<file path="src/rtl/stream_mux_pkg.sv">
// rtl/stream_mux_pkg.sv - shared constants and state encoding for the stream mux
package stream_mux_pkg;

  localparam logic MODE_FIXED = 1'b0;
  localparam logic MODE_RR    = 1'b1;

  typedef enum logic {
    ST_EMPTY = 1'b0,
    ST_FULL  = 1'b1
  } out_state_e;

endpackage

</file>
<file path="src/rtl/rr_arbiter.sv">
// rtl/rr_arbiter.sv - round-robin arbiter with its own rotating priority pointer
// The pointer moves to one past the granted channel only when advance_i is pulsed.
module rr_arbiter #(
  parameter int CHANNELS = 4,
  parameter int IDX_W    = $clog2(CHANNELS)
) (
  input  logic                clk_i,
  input  logic                rst_i,
  input  logic [CHANNELS-1:0] req_i,
  input  logic                advance_i,
  output logic [CHANNELS-1:0] grant_o,
  output logic [IDX_W-1:0]    grant_idx_o
);

  logic [IDX_W-1:0] ptr_q, ptr_d;
  logic [IDX_W-1:0] cand;
  logic             found;

  always_comb begin
    grant_o     = '0;
    grant_idx_o = '0;
    found       = 1'b0;
    cand        = '0;
    for (int i = 0; i < CHANNELS; i++) begin
      cand = IDX_W'((int'(ptr_q) + i) % CHANNELS);
      if (!found && req_i[cand]) begin
        found        = 1'b1;
        grant_o[cand] = 1'b1;
        grant_idx_o  = cand;
      end
    end
  end

  // Explicit wrap keeps non-power-of-two channel counts in range.
  always_comb begin
    ptr_d = ptr_q;
    if (advance_i) begin
      ptr_d = (grant_idx_o == IDX_W'(CHANNELS - 1)) ? '0 : grant_idx_o + 1'b1;
    end
  end

  always_ff @(posedge clk_i) begin
    if (rst_i) begin
      ptr_q <= '0;
    end else begin
      ptr_q <= ptr_d;
    end
  end

endmodule

</file>
<file path="src/rtl/stream_mux_n_to_1.sv">
// rtl/stream_mux_n_to_1.sv - registered N-to-1 valid/ready stream mux
// Fixed-select or round-robin grant feeding a single-beat output register.
module stream_mux_n_to_1
  import stream_mux_pkg::*;
#(
  parameter int WIDTH     = 8,
  parameter int CHANNELS  = 4,
  parameter int SEL_WIDTH = $clog2(CHANNELS)
) (
  input  logic                      i_Clk,
  input  logic                      i_Rst,
  input  logic [CHANNELS*WIDTH-1:0] i_Data,
  input  logic [CHANNELS-1:0]       i_Valid,
  output logic [CHANNELS-1:0]       o_Ready,
  input  logic                      i_Mode,
  input  logic [SEL_WIDTH-1:0]      i_Sel,
  output logic [WIDTH-1:0]          o_Data,
  output logic                      o_Valid,
  input  logic                      i_Ready,
  output logic [SEL_WIDTH-1:0]      o_Sel
);

  out_state_e           state_q, state_d;
  logic [WIDTH-1:0]     data_q, data_d;
  logic [SEL_WIDTH-1:0] sel_q, sel_d;

  logic [CHANNELS-1:0]  fixed_grant, rr_grant, grant;
  logic [SEL_WIDTH-1:0] rr_idx, grant_idx;
  logic [WIDTH-1:0]     sel_data;
  logic                 load_en, accept, advance;

  rr_arbiter #(
    .CHANNELS (CHANNELS),
    .IDX_W    (SEL_WIDTH)
  ) u_rr_arbiter (
    .clk_i       (i_Clk),
    .rst_i       (i_Rst),
    .req_i       (i_Valid),
    .advance_i   (advance),
    .grant_o     (rr_grant),
    .grant_idx_o (rr_idx)
  );

  // An out-of-range select simply matches no channel.
  always_comb begin
    fixed_grant = '0;
    for (int k = 0; k < CHANNELS; k++) begin
      fixed_grant[k] = i_Valid[k] && (int'(i_Sel) == k);
    end
  end

  assign grant     = (i_Mode == MODE_RR) ? rr_grant : fixed_grant;
  assign grant_idx = (i_Mode == MODE_RR) ? rr_idx : i_Sel;
  assign load_en   = (state_q == ST_EMPTY) | i_Ready;
  assign o_Ready   = grant & {CHANNELS{load_en & ~i_Rst}};
  assign accept    = |o_Ready;
  assign advance   = accept & (i_Mode == MODE_RR);

  // AND-OR select so unknowns on ungranted channels are masked off.
  always_comb begin
    sel_data = '0;
    for (int k = 0; k < CHANNELS; k++) begin
      sel_data = sel_data | (i_Data[k*WIDTH +: WIDTH] & {WIDTH{grant[k]}});
    end
  end

  always_comb begin
    state_d = state_q;
    data_d  = data_q;
    sel_d   = sel_q;
    if (accept) begin
      state_d = ST_FULL;
      data_d  = sel_data;
      sel_d   = grant_idx;
    end else if (state_q == ST_FULL && i_Ready) begin
      state_d = ST_EMPTY;
    end
  end

  always_ff @(posedge i_Clk) begin
    if (i_Rst) begin
      state_q <= ST_EMPTY;
      data_q  <= '0;
      sel_q   <= '0;
    end else begin
      state_q <= state_d;
      data_q  <= data_d;
      sel_q   <= sel_d;
    end
  end

  assign o_Valid = (state_q == ST_FULL);
  assign o_Data  = data_q;
  assign o_Sel   = sel_q;

endmodule

</file>
<file path="config.mk">
export PLATFORM = sky130hd
export DESIGN_NAME = stream_mux_n_to_1
export DESIGN_NICKNAME = d
export VERILOG_FILES = /design/src/rtl/stream_mux_pkg.sv /design/src/rtl/rr_arbiter.sv /design/src/rtl/stream_mux_n_to_1.sv
export SDC_FILE = /design/constraint.sdc
export NUM_CORES = 1
export LEC_CHECK = 0
export ABC_AREA = 1
export CORE_AREA = 2 2 79 81
export CTS_CLUSTER_SIZE = 16
export DETAILED_ROUTE_END_ITERATION = 7
export DIE_AREA = 0 0 81 83
export GPL_TIMING_DRIVEN = 1
export SETUP_SLACK_MARGIN = 0.15
export SLEW_MARGIN = 20
export SYNTH_ARGS = -nofsm -noshare
export SYNTH_HDL_FRONTEND = slang
export SYNTH_SLANG_ARGS = --single-unit
</file>
<file path="constraint.sdc">
create_clock -name i_Clk -period 2 [get_ports i_Clk]
set_input_delay 0.2 -clock i_Clk [delete_from_list [all_inputs] [get_ports i_Clk]]
set_output_delay 0.2 -clock i_Clk [all_outputs]
set_load 0.01 [all_outputs]
</file>
==> results.md <==
- Status: complete, but fails checks
- Violated checks: negative setup slack
- WS Path Type: flop to output port
- Hold Crit Depth: 2
- Tightest Hold Check Type: flop to flop
- Vias in the first global route: 1797
- Number of flops mapped to enable cells by yosys: 0
- Reg-to-reg setup timing slack: -40 ps
- Detail Route Antenna Nets: 0
- RSZ-0062 raised after global routing: true
- Full die area: 0.00672 sq mm
- Peak VDD IR: 407 uV
- Setup ws final: -76.4 ps
- Crit Path Max Fanout: 4
- CP Launch Type: flop
- Total CTS buffers: 3
- Slew margin rel.: 0.799
- GR Util All Layers: 0.154
- Critical path capture point type: output port
- Initial core utilization: 0.242
- Slew Viols, Final: 0
- Total wire length: 5.16 mm
- Post-Syn Area: 0.00141 sq mm
- Core Area: 0.00582 sq mm
- Chip width: 81 um
- Post-layout min period: 2080 ps
- Hold Path End: o_Sel[1]
- Gp weighted congestion: 0.790
- Gr ovfl total: 0
- Worst Clk Skew: 6.46 ps
- Post-Syn Area per Cell: 6.03 sq um
- Clock root buffer: clkbuf_8
- Residual DRC: 0
- Slew @ Worst Pin: 301 ps
- Synth Flop Type: dfxtp_1
- Setup TNS: -402 ps
- Switching part of the total: 0.451
- Vias per cell: 4.42
- CTS tree: yes
- Seq/Total Area, Yosys: 0.185
- Die extent in y: 83 um
- DP Area: 0.00230 sq mm
- Max clock buf depth: 2
- Gate power share: 0.724
- Fin. Hold Viols: 0
- Hold buffers post-CTS: 0
- Tot Pwr: 2.12 mW
- Critical Path AT: 1880 ps
- Drt pass-1 iters: 4
- Worst r2r dst: u_rr_arbiter.ptr_q[1]
- DR vias: 1787
- Power share of the clock group: 0.110
- Period utilization: 1.04
- Htree depth: 1
- Leak: 1.25 nW
- P_sw: 0.956 mW
- Final setup violation count: 11
- Share of layout cells above drive strength 1: 0.438
- Port-buffer cells: 56
- FF-to-FF path depth: 15
- Initial antenna violation count: 0
- Worst-Skew Late Latency: 240 ps
- Wirelength per Cell: 12.8 um
- Total clock sinks: 13
- Yosys warns: 0
- Pin count of the biggest net entering global routing: 12
- Number of synthesized register bits: 13
- Final hold slack: 462 ps
- Area share of the largest cell type after synthesis: 0.242
- Post-synth cell types: 27
- Fmax: 482 MHz
- Power Density: 780 mW/mm^2
- Area added between synthesis and finish: 92.5%
- Post-DP HPWL: 3.79 mm
- Cells after Synth: 234
- Syn_nets: 282
- Top Ports: 57
- Row cnt: 28
- Top cells by area, synth: nand2_1 24%, dfxtp_1 18%, nand3_1 7.1%, nand3_2 6.4%, inv_1 6.1%
- Asr flop ratio synth: 0
- Worst EP required: 1800 ps
- # diodes: 0
- Hold Crit Start: o_Sel[1]
- First-pass GRT wire length: 8.31 mm
- Max-cap violations: 0
- Flop pwr share: 0.166
- Finished Cell Area: 0.00272 sq mm
- Initial detailed-routing violation count: 98
- Worst-path clk slew: 60 ps
- Internal: 1.16 mW
- Area leader, netlist: nand2_1
- Fin nets: 378
## cell usage in the layout (no fill, tap or decap), types with 2 or more instances in the layout
cell type / instances
nand2_1: 71
nand3_1: 9
nor3_4: 3
inv_1: 13
clkbuf_8: 3
buf_2: 2
ha_1: 4
o21ai_2: 7
nand2_8: 3
inv_2: 7
dfxtp_1: 11
inv_6: 2
nor3_2: 4
inv_4: 5
nand2_2: 27
nor2_4: 5
nor2_1: 17
nand3_4: 6
nand3_2: 14
o31ai_1: 2
buf_6: 6
clkdlybuf4s50_1: 52
a21oi_2: 3
nand2_4: 4
o21ai_1: 2
nor2_2: 3
buf_4: 31
## metrics by stage
step	worst slack, ps	std cells	utilization
after detailed placement	-330	389	0.395
after floorplan	-11.0	234	-
after global routing	-174	404	0.467
after global placement	-301	389	0.395
final	-76.4	404	0.467
after CTS	-57.4	404	0.440
## power by group through the flow
stage / clock network, mW / logic [mW] / registers [mW]
after floorplan: 0 / 0.683 / 0.379
after global placement: 0 / 1.12 / 0.356
after detailed placement: 0 / 1.13 / 0.356
after CTS: 0.240 / 1.39 / 0.350
after global routing: 0.249 / 1.67 / 0.356
final: 0.234 / 1.53 / 0.351
## sequential cells by signal, summed over array words and instances, names as in the netlist, named ones only
register and flops:
o_Sel 2, u_rr_arbiter.ptr_q 1, o_Data 8, o_Valid 1
## cell type report
| cell class | instances | area [sq um] |
|---|---|---|
| multi-input combinational | 191 | 1320 |
| inverter | 29 | 139 |
| fill | 590 | 3100 |
| tap | 75 | 93.8 |
| sequential | 13 | 265 |
| clock buffer | 4 | 45.0 |
| timing repair buffer | 92 | 851 |
## worst max path at each step
stage	endpoint	cells past startpoint	startpoint	slack (ps)
after floorplan	o_Sel[1]	17	flop	-10
after global placement	o_Ready[1]	11	i_Valid[0]	-300
after detailed placement	o_Ready[1]	11	i_Valid[0]	-330
after CTS	o_Ready[0]	13	flop	-60
after global routing	flop	14	flop	-170
final	o_Ready[3]	13	flop	-80
## per-layer routing
metal | up-vias | track usage | routed length (um)
li1 | 935 | - | -
met1 | 815 | 0.196 | 2320
met2 | 29 | 0.270 | 2650
met3 | 8 | 0.0163 | 125
met4 | 0 | 0.0431 | 67
met5 | - | 0 | 0
## repair_timing
item                                   in CTS  in global routing
resized for setup                          59                 39
buffers inserted                            9                  0
pin swaps                                  18                 20
cloned                                      2                  0
setup endpoints to repair                  17                 17
endpoints found under the hold margin       0                  0
## worst max-delay path, stage by stage, from the launching register on
cell     delay (ps)
dfxtp_4         360
inv_6            30
ha_4            260
inv_4            60
nand3_4          60
nand2_4         100
inv_4            50
nor2_8          110
buf_6           130
nand3_2          80
nand3_2         100
nand3_2         100
inv_1            70
buf_2           120
## kinds of logic (layout without fill, tap and decap cells)
group | after synthesis | count (layout) | synth area share
buf+inv | 32 | 125 | 0.108
compound gates | 18 | 18 | 0.0896
simple gates | 165 | 167 | 0.564
flops | 13 | 13 | 0.185
fa+ha+maj | 6 | 6 | 0.0532
## synth_stat cells, types with 2 or more instances
master   count
nand3_1     20
nand2_1     91
dfxtp_1     13
nand2_2      9
nand2_4      4
ha_1         6
inv_2        3
inv_1       23
nand3_2      9
o21ai_0      3
o21ai_2      6
nor2_1      21
o31ai_1      2
nor3_1       7
a21oi_1      4
nor2_4       2
No activity file was read; power rests on OpenSTA's default activity.
